File: config.mk
export PLATFORM = sky130hd
export DESIGN_NAME = vga_screen_ctrl
export DESIGN_NICKNAME = d
export VERILOG_FILES = /design/src/rtl/vga_screen_pkg.sv /design/src/rtl/vga_screen_ctrl_btn_debounce.sv /design/src/rtl/vga_screen_ctrl.sv
export SDC_FILE = /design/constraint.sdc
export NUM_CORES = 1
export LEC_CHECK = 0
export ABC_CLOCK_PERIOD_IN_PS = 2400
export BUFFER_PORTS_ARGS = -buffer_cell sky130_fd_sc_hd__clkbuf_2
export CORE_ASPECT_RATIO = 0.75
export CORE_MARGIN = 5
export CORE_UTILIZATION = 36
export DETAILED_ROUTE_END_ITERATION = 12
export GPL_TIMING_DRIVEN = 0
export MAX_ROUTING_LAYER = met4
export PLACE_DENSITY = 0.57
export SETUP_SLACK_MARGIN = 0.02
export SYNTH_ARGS = -nofsm -noshare
export SYNTH_HDL_FRONTEND = slang
export SYNTH_HIERARCHICAL = 1
export SYNTH_SLANG_ARGS = --single-unit
File: constraint.sdc
create_clock -name clk -period 2.4 [get_ports clk]
set_clock_uncertainty 0.15 [all_clocks]
set_input_delay 0.36 -clock clk [delete_from_list [all_inputs] [get_ports clk]]
set_output_delay 0.36 -clock clk [all_outputs]
set_load 0.01 [all_outputs]
File: src/rtl/vga_screen_pkg.sv
// -----------------------------------------------------------------------------
// vga_screen_pkg
// Purpose : Screen/state codes shared by the screen sequencer and the VGA
//           output multiplexer, plus the sequencer state type.
// Ports   : none (package).
// -----------------------------------------------------------------------------
package vga_screen_pkg;

  // Screen select codes consumed by the VGA multiplexer.
  localparam logic [2:0] SCR_OFF   = 3'd0;
  localparam logic [2:0] SCR_INTRO = 3'd1;
  localparam logic [2:0] SCR_GAME  = 3'd2;
  localparam logic [2:0] SCR_END   = 3'd3;

  // The state encoding is the screen code itself, so the state register
  // drives vga_control directly.
  typedef enum logic [2:0] {
    ST_OFF   = SCR_OFF,
    ST_INTRO = SCR_INTRO,
    ST_GAME  = SCR_GAME,
    ST_END   = SCR_END
  } state_t;

endpackage

File: src/rtl/vga_screen_ctrl_btn_debounce.sv
// -----------------------------------------------------------------------------
// btn_debounce
// Purpose : 2-flop synchronizer, stability counter and debounced level for a
//           raw mechanical button, plus a one-cycle pulse on each debounced
//           rising edge.
// Ports   : clk        system clock
//           clr        asynchronous active-high reset
//           btn_raw    raw asynchronous button input
//           rise_pulse one-cycle pulse on a debounced 0->1 transition
// -----------------------------------------------------------------------------
module btn_debounce #(
  parameter int DEBOUNCE_CYCLES = 1_000_000
) (
  input  logic clk,
  input  logic clr,
  input  logic btn_raw,
  output logic rise_pulse
);

  localparam int CW = $clog2(DEBOUNCE_CYCLES + 1);
  localparam logic [CW-1:0] CNT_LAST = CW'(DEBOUNCE_CYCLES - 1);

  logic          sync1_reg, sync2_reg;
  logic [CW-1:0] cnt_reg;
  logic          level_reg;
  logic          level_d_reg;
  logic          pulse_reg;

  always_ff @(posedge clk or posedge clr) begin
    if (clr) begin
      sync1_reg <= 1'b0;
      sync2_reg <= 1'b0;
    end else begin
      sync1_reg <= btn_raw;
      sync2_reg <= sync1_reg;
    end
  end

  // Count consecutive samples that disagree with the accepted level; any
  // agreeing sample restarts the count.
  always_ff @(posedge clk or posedge clr) begin
    if (clr) begin
      cnt_reg   <= '0;
      level_reg <= 1'b0;
    end else if (sync2_reg != level_reg) begin
      if (cnt_reg == CNT_LAST) begin
        cnt_reg   <= '0;
        level_reg <= sync2_reg;
      end else begin
        cnt_reg <= cnt_reg + 1'b1;
      end
    end else begin
      cnt_reg <= '0;
    end
  end

  // Edge detect on the debounced level, registered so the pulse is a clean
  // flop output one cycle after the level flips.
  always_ff @(posedge clk or posedge clr) begin
    if (clr) begin
      level_d_reg <= 1'b0;
      pulse_reg   <= 1'b0;
    end else begin
      level_d_reg <= level_reg;
      pulse_reg   <= level_reg & ~level_d_reg;
    end
  end

  assign rise_pulse = pulse_reg;

endmodule

File: src/rtl/vga_screen_ctrl.sv
// -----------------------------------------------------------------------------
// vga_screen_ctrl
// Purpose : Screen sequencer in front of the VGA multiplexer. Runs the
//           OFF/INTRO/GAME/END flow, times the intro blink and debounces the
//           start button.
// Build   : define END_TIMEOUT_EN to auto-return from END to INTRO after
//           END_HOLD_CYCLES cycles; otherwise END waits for a button press.
// Ports   : clk         system clock
//           clr         asynchronous active-high reset
//           en          display enable (level)
//           btn_start   raw start button
//           game_over   one-cycle pulse from the game core
//           vga_control screen select (0 blank, 1 intro, 2 game, 3 end)
//           blink       intro blink flag, 1 = blank phase
//           game_run    high while in GAME
//           start_pulse one-cycle pulse per debounced press
// -----------------------------------------------------------------------------
module vga_screen_ctrl
  import vga_screen_pkg::*;
#(
  parameter int BLINK_HALF_CYCLES = 50_000_000,
  parameter int DEBOUNCE_CYCLES   = 1_000_000,
  parameter int END_HOLD_CYCLES   = 300_000_000
) (
  input  logic       clk,
  input  logic       clr,
  input  logic       en,
  input  logic       btn_start,
  input  logic       game_over,
  output logic [2:0] vga_control,
  output logic       blink,
  output logic       game_run,
  output logic       start_pulse
);

  // Reject unusable parameter values at elaboration.
  if (BLINK_HALF_CYCLES < 2 || DEBOUNCE_CYCLES < 1 || END_HOLD_CYCLES < 1) begin : g_param_check
    $error("vga_screen_ctrl: invalid timing parameter");
  end

  localparam int BW = $clog2(BLINK_HALF_CYCLES);
  localparam logic [BW-1:0] BLINK_LAST = BW'(BLINK_HALF_CYCLES - 1);

  state_t        state_reg, state_next;
  logic          game_run_reg, game_run_next;
  logic          blink_reg;
  logic [BW-1:0] blink_cnt_reg;
  logic          blink_run;
  logic          end_done;

  btn_debounce #(
    .DEBOUNCE_CYCLES(DEBOUNCE_CYCLES)
  ) u_btn_debounce (
    .clk       (clk),
    .clr       (clr),
    .btn_raw   (btn_start),
    .rise_pulse(start_pulse)
  );

`ifdef END_TIMEOUT_EN
  localparam int EW = $clog2(END_HOLD_CYCLES + 1);
  localparam logic [EW-1:0] END_LAST = EW'(END_HOLD_CYCLES - 1);

  logic [EW-1:0] end_cnt_reg;

  // Zero whenever END is not being held, so it starts at 0 on every entry.
  always_ff @(posedge clk or posedge clr) begin
    if (clr) begin
      end_cnt_reg <= '0;
    end else if (state_reg == ST_END && state_next == ST_END) begin
      end_cnt_reg <= end_cnt_reg + 1'b1;
    end else begin
      end_cnt_reg <= '0;
    end
  end

  assign end_done = (state_reg == ST_END) && (end_cnt_reg == END_LAST);
`else
  assign end_done = 1'b0;
`endif

  // State register
  always_ff @(posedge clk or posedge clr) begin
    if (clr) begin
      state_reg <= ST_OFF;
    end else begin
      state_reg <= state_next;
    end
  end

  // Next-state logic; losing enable overrides every other event.
  always_comb begin
    state_next = state_reg;
    if (!en) begin
      state_next = ST_OFF;
    end else begin
      case (state_reg)
        ST_OFF:   state_next = ST_INTRO;
        ST_INTRO: if (start_pulse) state_next = ST_GAME;
        ST_GAME:  if (game_over) state_next = ST_END;
        ST_END:   if (start_pulse || end_done) state_next = ST_INTRO;
        default:  state_next = ST_OFF;
      endcase
    end
  end

  // Output logic: next values for the registered outputs.
  always_comb begin
    game_run_next = (state_next == ST_GAME);
    // Blink only advances while INTRO is both current and next state, which
    // clears it on entry and forces it low the cycle INTRO is left.
    blink_run     = (state_reg == ST_INTRO) && (state_next == ST_INTRO);
  end

  always_ff @(posedge clk or posedge clr) begin
    if (clr) begin
      game_run_reg  <= 1'b0;
      blink_reg     <= 1'b0;
      blink_cnt_reg <= '0;
    end else begin
      game_run_reg <= game_run_next;
      if (!blink_run) begin
        blink_reg     <= 1'b0;
        blink_cnt_reg <= '0;
      end else if (blink_cnt_reg == BLINK_LAST) begin
        blink_reg     <= ~blink_reg;
        blink_cnt_reg <= '0;
      end else begin
        blink_cnt_reg <= blink_cnt_reg + 1'b1;
      end
    end
  end

  assign vga_control = state_reg;
  assign blink       = blink_reg;
  assign game_run    = game_run_reg;

endmodule

==> results.txt, run 1 <==
Via count -> 2031
Layout Utilization -> 0.419
Reg2Reg Launch Point -> u_btn_debounce/cnt_reg[12]
Gr ovfl total -> 0
Share of layout cells above drive strength 1 -> 0.133
Outcome -> complete, no violations
WP buf/inv -> 1
Critical Path Max Stage Delay -> 0.54 ns
Seq/Total Area, Yosys -> 0.508
CTS Buf Count -> 5
I/O pin cnt -> 11
Post-synth ARST share -> 1.00
CTS tree -> yes
Crit. path cell count -> 5
I/O Buffers -> 10
CP startpoint -> u_btn_debounce/cnt_reg[12]
Largest net degree at the start of global routing -> 32
Clock Sinks -> 56
Crit path max-delay cell type -> or4_1
Initial core utilization -> 0.373
CP arrival -> 2.37 ns
EDFF count, synth -> 0
VDD IR max -> 0.246 mV
Largest register FFs -> 26
Most frequent cells in the layout -> 55 x dfrtp_1, 39 x nor2_1, 16 x nand2_1
Yosys Warn Count -> 6
Pwr/cell area -> 505 nW/µm²
First-pass DRT Iterations -> 4
Post-Syn Area per Cell -> 9.99 µm²
Tcrit/Tclk final -> 0.967
Period minus WS final -> 2.32 ns
Req. time, crit path -> 2.45 ns
Syn Nets -> 283
WHS -> 0.195 ns
Worst Setup End Kind -> flop
Post-Syn Instances -> 276
# DRC -> 0
Fin. max-slew vios -> 0
RSZ-0062 raised after global routing -> yes
Chip width -> 111 µm
Vias in the first global route -> 1920
Synthesis-stage register bit count -> 56
Area grow syn2layout -> 12.5%
Root Driver -> clkbuf_8
Die Area -> 9530 µm²
Setup crit end -> u_btn_debounce/cnt_reg[16]
RD Place Congestion -> 0.840
Post-Syn Area -> 2760 µm²
Hold Crit Class -> input port to flop
Final std cells w/o fill -> 401
Global-route wire length before repair -> 9.52 mm
Iteration-0 DRC Markers -> 117
Startpoint Class -> flop
Worst reg2reg path depth -> 5
Cell Chain, Critical Path -> or4_1 > or4_4 > o21ai_4 > buf_6 > nor2_1
Vias/cell -> 5.06
H-tree levels -> 2
Fin. Hold Viols -> 0
Most used flip-flop cell after synthesis -> dfrtp_1
Hold Path Depth -> 3
Top fanout value on the critical path -> 10
Initial antenna violation count -> 0
Setup CP Type -> flop to flop
Worst-path clk slew -> 0.10 ns
Clock buffer depth -> 2
Setup TNS -> 0 ns
HPWL Detailed -> 3.81 mm
Final ANT Viol Nets -> 0
Max Cap Violations -> 0
Worst R2R End -> u_btn_debounce/cnt_reg[16]
CP top delay family -> simple AND/OR/NAND/NOR gates
All-Layer GR Usage -> 0.126
Floorplan core area -> 7400 µm²
Leakage -> 0.00124 µW
Wirelength per Cell -> 13.6 µm
Slew HR -> 0.374
Final nets -> 306
FP Rows -> 27
Reg2reg setup slack -> 0.08 ns
FILL cells -> 716
Post-Route WL -> 5.47 mm
FMAX -> 431 MHz
Synth unique cells -> 41
Dpl cells -> 387
Diode count -> 0
Worst-margin pin slew -> 0.938 ns
Commonest non-fill, non-tap cell in the layout -> dfrtp_1
# setup viols final -> 0
Die Y -> 85.8 µm
Worst skew pair latency -> 0.31 ns
==> worst min-delay path by stage <==
stage	startpoint	endpoint	slack (ns)
final	en	vga_control[0]	0.20
after global routing	en	vga_control[0]	0.21
after CTS	clr	u_btn_debounce/cnt_reg[14]	0.16
after detailed placement	u_btn_debounce/sync1_reg	u_btn_debounce/sync2_reg	0.20
after global placement	u_btn_debounce/sync1_reg	u_btn_debounce/sync2_reg	0.19
after floorplan	u_btn_debounce/sync1_reg	u_btn_debounce/sync2_reg	0.18
==> synth_stat cells, types with 2 or more instances <==
| master | count | area share |
|---|---|---|
| a21oi_1 | 14 | 0.025 |
| and2_1 | 5 | 0.011 |
| and3_1 | 5 | 0.011 |
| and4_1 | 4 | 0.013 |
| buf_2 | 2 | 0.0036 |
| buf_6 | 3 | 0.012 |
| clkbuf_1 | 2 | 0.0027 |
| dfrtp_1 | 56 | 0.51 |
| ha_1 | 2 | 0.0091 |
| inv_1 | 12 | 0.016 |
| nand2_1 | 16 | 0.022 |
| nand3_1 | 13 | 0.024 |
| nand4_1 | 11 | 0.025 |
| nor2_1 | 39 | 0.053 |
| nor2b_1 | 2 | 0.0045 |
| nor3_1 | 5 | 0.0091 |
| nor3b_1 | 2 | 0.0054 |
| nor4_1 | 6 | 0.014 |
| o21ai_0 | 7 | 0.013 |
| o31ai_1 | 7 | 0.019 |
| or3_1 | 7 | 0.016 |
| or4_1 | 8 | 0.022 |
| or4_4 | 2 | 0.0082 |
| or4b_1 | 2 | 0.0073 |
| xnor2_1 | 15 | 0.048 |
| xor2_1 | 14 | 0.044 |
==> kinds of logic (layout without fill, tap and decap cells) <==
family	count (synthesis)	count (layout)	synth area share
simple gates	134	134	0.271
flops	56	56	0.508
compound gates	34	34	0.0790
xor+xnor	29	29	0.0921
buf+inv	19	43	0.0350
fa+ha+maj	2	2	0.00908
other cells	1	1	0.00136
mux	1	1	0.00409
==> worst reg2reg max path, delay by kind of cell, from the launching register on <==
kind                   cells  cell delay (ns)
buffers and inverters      1             0.19
AND/OR/NAND/NOR            3             1.13
AO/OA/AOI/OAI              1             0.29
flip-flops                 1             0.45
==> report_power, final <==
group,switching [µW],internal [µW]
Sequential,6.36,951
Clock,315,232
Combinational,39.1,22.4
==> what timing repair did <==
item                                   in CTS  in global routing
gates resized for setup                     0                  2
hold buffers                                1                  1
setup buffers                               0                  3
endpoints found under the hold margin       1                 11
setup endpoints to repair                   0                 30
==> through the flow <==
stage / instance area (µm²) / setup WS (ns) / power [µW]
3_3_place_gp: 2930 / 0.0547 / 1030
2_1_floorplan: 2760 / 0.273 / 1010
4_1_cts: 3040 / 0.0345 / 1570
3_5_place_dp: 2930 / 0.0517 / 1030
5_1_grt: 3100 / -0.0121 / 1630
6_report: 3100 / 0.0783 / 1560
==> cell type report <==
cell class	count	area (µm²)	share of cell area
flip-flops and latches	56	1400	0.452
plain buffers	7	51.3	0.0165
inverters	12	45.0	0.0145
clock buffers	6	82.6	0.0266
well taps	101	126	0.0408
repair buffers	16	120	0.0387
multi-input cells	201	1260	0.407
clock inverters	2	10.0	0.00323
==> metal layers <==
| metal | GRT usage | vias up | share of wire |
|---|---|---|---|
| met1 | 0.191 | 980 | 0.54 |
| met5 | - | - | 0 |
| met4 | 0.0309 | 0 | 0.0090 |
| li1 | - | 1024 | - |
| met3 | 0.0324 | 5 | 0.039 |
| met2 | 0.164 | 22 | 0.41 |
(Power assumes the default switching activity.)
==> run 2: changes to the inputs <==
--- a/config.mk
+++ b/config.mk
@@ -8,7 +8,7 @@
 export ABC_CLOCK_PERIOD_IN_PS = 2400
 export BUFFER_PORTS_ARGS = -buffer_cell sky130_fd_sc_hd__clkbuf_2
 export CORE_ASPECT_RATIO = 0.75
-export CORE_MARGIN = 5
+export CORE_MARGIN = 3
 export CORE_UTILIZATION = 36
 export DETAILED_ROUTE_END_ITERATION = 12
 export GPL_TIMING_DRIVEN = 0
==> constraint.sdc (replaced) <==
create_clock -name clk -period 2.4 [get_ports clk]
set_clock_uncertainty 0.15 [all_clocks]
set_input_delay 0.36 -clock clk [delete_from_list [all_inputs] [get_ports clk]]
set_output_delay 0.36 -clock clk [all_outputs]
set_load 0.005 [all_outputs]
==> results.txt, run 2 (synthesis gave the netlist of run 1 again) <==
P_int -> 1230 µW (+2.1%)
Largest net degree at the start of global routing -> 32 (unchanged)
VDD IR max -> 0.195 mV (-21%)
Cell Chain, Critical Path -> or4_1 > or4_4 > o21ai_4 > buf_6 > nor2_1
Most frequent cells in the layout -> 56 x dfrtp_1, 39 x nor2_1, 16 x nand2_1
Vias/cell -> 5.08 (+0.21%)
Share of layout cells above drive strength 1 -> 0.130 (-0.00290)
Worst-path clk slew -> 0.09 ns (about the same)
# DRC -> 0 (unchanged)
Worst Setup End Kind -> flop
Worst-margin pin slew -> 0.947 ns (+0.00858 ns)
Commonest non-fill, non-tap cell in the layout -> dfrtp_1
HPWL Detailed -> 3.75 mm (-1.5%)
Req. time, crit path -> 2.44 ns (about the same)
Largest register FFs -> 26 (unchanged)
Fin. max-slew vios -> 0 (unchanged)
Worst reg2reg path depth -> 5 (unchanged)
Net Switching -> 329 µW (-8.7%)
Setup CP Type -> flop to flop
Critical Path Max Stage Delay -> 0.55 ns (about the same)
Hold Crit Class -> input port to flop
Post-Route WL -> 5.28 mm (-3.5%)
Final std cells w/o fill -> 397 (-1.0%)
Diode count -> 0 (unchanged)
Seq pwr share -> 0.614 (+0.002)
# setup viols final -> 0 (unchanged)
Total chip power -> 1560 µW (-0.37%)
Worst setup margin -> 0.115 ns (+0.0362 ns)
RD Place Congestion -> 0.840 (about the same)
Tcrit/Tclk final -> 0.952 (-0.0151)
Area grow syn2layout -> 12.3%
Root Driver -> clkbuf_8
Vias in the first global route -> 1919 (-0.052%)
Outcome -> complete, no violations
Worst skew pair latency -> 0.30 ns (about the same)
Setup TNS -> 0 ns (unchanged)
Startpoint Class -> flop
I/O Buffers -> 10 (unchanged)
RSZ-0062 raised after global routing -> no
FMAX -> 438 MHz (+1.6%)
CP arrival -> 2.33 ns (-0.04 ns)
FP Rows -> 26 (-3.7%)
Floorplan core area -> 7120 µm² (-3.7%)
Final nets -> 306 (unchanged)
Clock buffer depth -> 2 (unchanged)
Die Y -> 81.8 µm (-4.7%)
Hold Path Depth -> 1 (-2)
Pwr/cell area -> 504 nW/µm² (-0.25%)
Period minus WS final -> 2.29 ns (-0.0362 ns)
Clock Sinks -> 56 (unchanged)
Fin. Hold Viols -> 0 (unchanged)
First-pass DRT Iterations -> 4 (unchanged)
Wirelength per Cell -> 13.3 µm (-2.5%)
Placement Setup Slack -> 0.0690 ns (+0.0173 ns)
Slew HR -> 0.368 (-0.00573)
Global-route wire length before repair -> 9.23 mm (-3.1%)
Clock share of power -> 0.347 (-0.002)
Initial core utilization -> 0.387 (+0.0143)
Final ANT Viol Nets -> 0 (unchanged)
Comb pwr share -> 0.039 (about the same)
Net Sw Frac -> 0.211 (-0.0193)
FILL cells -> 670 (-6.4%)
Via count -> 2015 (-0.79%)
Crit path max-delay cell type -> or4_1
Top fanout value on the critical path -> 10 (unchanged)
Leakage -> 0.00125 µW (+0.44%)
Max Cap Violations -> 0 (unchanged)
Initial antenna violation count -> 0 (unchanged)
Gr ovfl total -> 0 (unchanged)
Die Area -> 8750 µm² (-8.1%)
CTS Buf Count -> 5 (unchanged)
I/O pin cnt -> 11 (unchanged)
CTS tree -> yes
Dpl cells -> 384 (-0.78%)
All-Layer GR Usage -> 0.137 (+0.0113)
H-tree levels -> 2 (unchanged)
Chip width -> 107 µm (-3.6%)
Layout Utilization -> 0.435 (+0.0156)
Iteration-0 DRC Markers -> 162 (+38%)
==> run 2: cell count changes in the layout (fill, tap and decap cells not counted), sizes merged <==
cell / delta
clkinv: -3
dlygate4sd3: -1
clkbuf: +1
inv: +1
buf: +1
==> run 2: cell type report <==
class	instances	area (µm²)	area share
flip-flops and latches	56	1400	0.453
repair buffers	16	118	0.0380
multi-input cells	201	1260	0.408
plain buffers	7	51.3	0.0166
well taps	98	123	0.0396
clock buffers	7	96.3	0.0311
inverters	12	45.0	0.0145
==> run 2: what timing repair did <==
item                                    in CTS  in global routing
buffers inserted                             0                  4
hold buffers                                 0                  1
endpoints found under the setup margin       0                 30
endpoints found under the hold margin        0                  8
gates resized for setup                      0                  1
==> run 2: final timing paths <==
| path | from | end | slack (ns) |
|---|---|---|---|
| worst max-delay path | u_btn_debounce/cnt_reg[12] | u_btn_debounce/cnt_reg[12] | 0.11 |
| worst min-delay path | btn_start | u_btn_debounce/sync1_reg | 0.02 |
| worst max register to register | u_btn_debounce/cnt_reg[12] | u_btn_debounce/cnt_reg[12] | 0.11 |
| worst min register to register | u_btn_debounce/sync1_reg | u_btn_debounce/sync2_reg | 0.22 |
| max in group asynchronous | clr | u_btn_debounce/cnt_reg[11] | 0.86 |
| min in group asynchronous | clr | blink_cnt_reg[22] | 0.43 |
==> run 2: worst max-delay path, delay by kind of cell, from the launching register on <==
| family | cells | cell delay [ns] |
|---|---|---|
| AND/OR/NAND/NOR | 3 | 1.13 |
| buffers and inverters | 1 | 0.18 |
| AO/OA/AOI/OAI | 1 | 0.27 |
| flip-flops | 1 | 0.44 |
==> run 2: routing by layer <==
metal / global-route usage / part of all wire / up-vias
li1: - / - / 1025
met1: 0.208 / 0.58 / 964
met2: 0.180 / 0.38 / 21
met3: 0.0330 / 0.032 / 5
met4: 0.0345 / 0.0081 / 0
met5: - / 0 / -
==> run 2: per-stage QoR <==
step	area [µm²]	hold WS, ns
after floorplan	2760	0.181
after global placement	2930	0.196
after detailed placement	2930	0.199
after CTS	3030	0.00710
after global routing	3100	0.00485
final	3100	0.0225
==> run 2: power by group through the flow <==
| stage | Clock, µW | Combinational [µW] | Sequential (µW) |
|---|---|---|---|
| finish | 541 | 60.4 | 958 |
| global route | 592 | 70.2 | 959 |
| CTS | 561 | 50.6 | 958 |
| detailed placement | 0 | 50.5 | 976 |
| global placement | 0 | 50.6 | 976 |
| floorplan | 0 | 34.0 | 975 |
==> run 3: changes to the inputs <==
--- a/config.mk
+++ b/config.mk
@@ -8,7 +8,7 @@
 export ABC_CLOCK_PERIOD_IN_PS = 2400
 export BUFFER_PORTS_ARGS = -buffer_cell sky130_fd_sc_hd__clkbuf_2
 export CORE_ASPECT_RATIO = 0.75
-export CORE_MARGIN = 3
+export CORE_MARGIN = 8
 export CORE_UTILIZATION = 36
 export DETAILED_ROUTE_END_ITERATION = 12
 export GPL_TIMING_DRIVEN = 0
==> results.txt, run 3 (synthesis gave the netlist of run 1 again) <==
Outcome -> complete, no violations
Leakage -> 0.00121 µW (-2.5%)
Top fanout value on the critical path -> 10 (unchanged)
Post-Route WL -> 5.38 mm (+2.0%)
RSZ-0062 raised after global routing -> no
Root Driver -> clkbuf_8
Via count -> 2027 (+0.60%)
Placement Setup Slack -> 0.0341 ns (-0.0349 ns)
Placed Instance Area -> 2930 µm² (+0.13%)
VDD IR max -> 0.264 mV (+36%)
I/O pin cnt -> 11 (unchanged)
Setup TNS -> 0 ns (unchanged)
Hold Path Depth -> 1 (unchanged)
RD Place Congestion -> 0.780 (-7.2%)
Fin. Hold Viols -> 0 (unchanged)
Final ANT Viol Nets -> 0 (unchanged)
Worst Setup End Kind -> flop
Global-route wire length before repair -> 9.06 mm (-1.8%)
Hold Startpoint -> btn_start
Worst skew pair latency -> 0.31 ns (about the same)
# DRC -> 0 (unchanged)
Finished Cell Area -> 3050 µm² (-1.6%)
First-pass DRT Iterations -> 4 (unchanged)
Period minus WS final -> 2.28 ns (-0.00740 ns)
HPWL Detailed -> 3.78 mm (+0.83%)
CP arrival -> 2.32 ns (about the same)
# setup viols final -> 0 (unchanged)
Pwr/cell area -> 504 nW/µm² (about the same)
Chip width -> 117 µm (+9.3%)
Worst-path clk slew -> 0.09 ns (about the same)
Hold endpoint -> u_btn_debounce/sync1_reg
Largest net degree at the start of global routing -> 32 (unchanged)
Die Area -> 10700 µm² (+23%)
Area grow syn2layout -> 10.5%
Reg2reg setup slack -> 0.12 ns (about the same)
Fin. max-slew vios -> 0 (unchanged)
I/O Buffers -> 10 (unchanged)
Max Cap Violations -> 0 (unchanged)
H-tree levels -> 2 (unchanged)
Vias/cell -> 5.12 (+0.85%)
CTS tree -> yes
Largest register FFs -> 26 (unchanged)
Worst reg2reg path depth -> 5 (unchanged)
FP Rows -> 27 (+3.8%)
Clock Sinks -> 56 (unchanged)
Gr ovfl total -> 0 (unchanged)
Slew HR -> 0.201 (-0.167)
FILL cells -> 722 (+7.8%)
Iteration-0 DRC Markers -> 159 (-1.9%)
Share of layout cells above drive strength 1 -> 0.115 (-0.0152)
Worst setup margin -> 0.122 ns (+0.00740 ns)
Startpoint Class -> flop
Wirelength per Cell -> 13.6 µm (+2.2%)
Tcrit/Tclk final -> 0.949 (-0.00308)
Floorplan core area -> 7400 µm² (+3.8%)
All-Layer GR Usage -> 0.109 (-0.0278)
Hold Crit Class -> input port to flop
Setup CP Type -> flop to flop
Die Y -> 91.8 µm (+12%)
Clock buffer depth -> 2 (unchanged)
Req. time, crit path -> 2.45 ns (about the same)
Initial core utilization -> 0.373 (-0.0143)
Final nets -> 301 (-1.6%)
FMAX -> 439 MHz (+0.32%)
Worst-margin pin slew -> 1.20 ns (+0.250 ns)
Reg2Reg Launch Point -> u_btn_debounce/cnt_reg[12]
Initial antenna violation count -> 0 (unchanged)
CTS Buf Count -> 5 (unchanged)
Diode count -> 0 (unchanged)
Vias in the first global route -> 1847 (-3.8%)
Commonest non-fill, non-tap cell in the layout -> dfrtp_1
Most frequent cells in the layout -> 56 x dfrtp_1, 39 x nor2_1, 16 x nand2_1
Worst R2R End -> u_btn_debounce/cnt_reg[13]
-- run 3: power by group --
| group | internal [µW] | switching (µW) | total [µW] |
|---|---|---|---|
| registers | 951 | 6.57 | 957 |
| clock network | 236 | 288 | 525 |
| logic | 15.9 | 36.7 | 52.6 |
| total | 1200 | 332 | 1530 |
-- run 3: how the worst max path moves through the flow --
stage / end / depth (start not counted) / from / slack [ns]
2_1_floorplan: u_btn_debounce/cnt_reg[10] / 5 / u_btn_debounce/cnt_reg[12] / 0.27
3_3_place_gp: blink_cnt_reg[4] / 6 / blink_cnt_reg[0] / 0.05
3_5_place_dp: blink_cnt_reg[2] / 6 / blink_cnt_reg[0] / 0.03
4_1_cts: u_btn_debounce/cnt_reg[13] / 5 / u_btn_debounce/cnt_reg[12] / 0.06
5_1_grt: blink_cnt_reg[11] / 6 / blink_cnt_reg[0] / 0.05
6_report: u_btn_debounce/cnt_reg[13] / 5 / u_btn_debounce/cnt_reg[12] / 0.12
-- run 3: repair_timing --
action	4_1_cts	5_1_grt
setup endpoints to repair	3	10
buffers inserted	0	1
pin swaps	0	1
gates resized for setup	1	0
hold buffers	0	0
-- run 3: worst max-delay path, cell delays in order, from the launching register on --
cell     delay [ns]
dfrtp_1        0.45
or4_1          0.54
or4_4          0.53
o21ai_4        0.27
buf_6          0.18
nor2_1         0.05
-- run 3: layout make-up --
type	count	area, µm²	area share
multi-input combinational	201	1260	0.414
tap	101	126	0.0415
sequential	56	1400	0.460
clock buffer	8	90.1	0.0296
timing repair buffer	11	70.1	0.0230
buffer	7	51.3	0.0168
inverter	12	45.0	0.0148
-- run 3: metal layers --
metal | vias up | GRT usage | wire, µm
met2 | 36 | 0.138 | 2080
met1 | 975 | 0.160 | 3000
met3 | 4 | 0.0314 | 252
li1 | 1012 | - | -
met4 | 0 | 0.0351 | 51
met5 | - | - | 0
-- run 3: through the flow --
stage | cells | utilization | power (µW) | hold slack [ns]
finish | 396 | 0.412 | 1530 | 0.0159
global route | 396 | 0.412 | 1590 | 0.00497
CTS | 395 | 0.409 | 1550 | 0.00723
detailed placement | 387 | 0.396 | 1030 | 0.189
global placement | 387 | 0.396 | 1030 | 0.189
floorplan | 276 | - | 1010 | 0.181
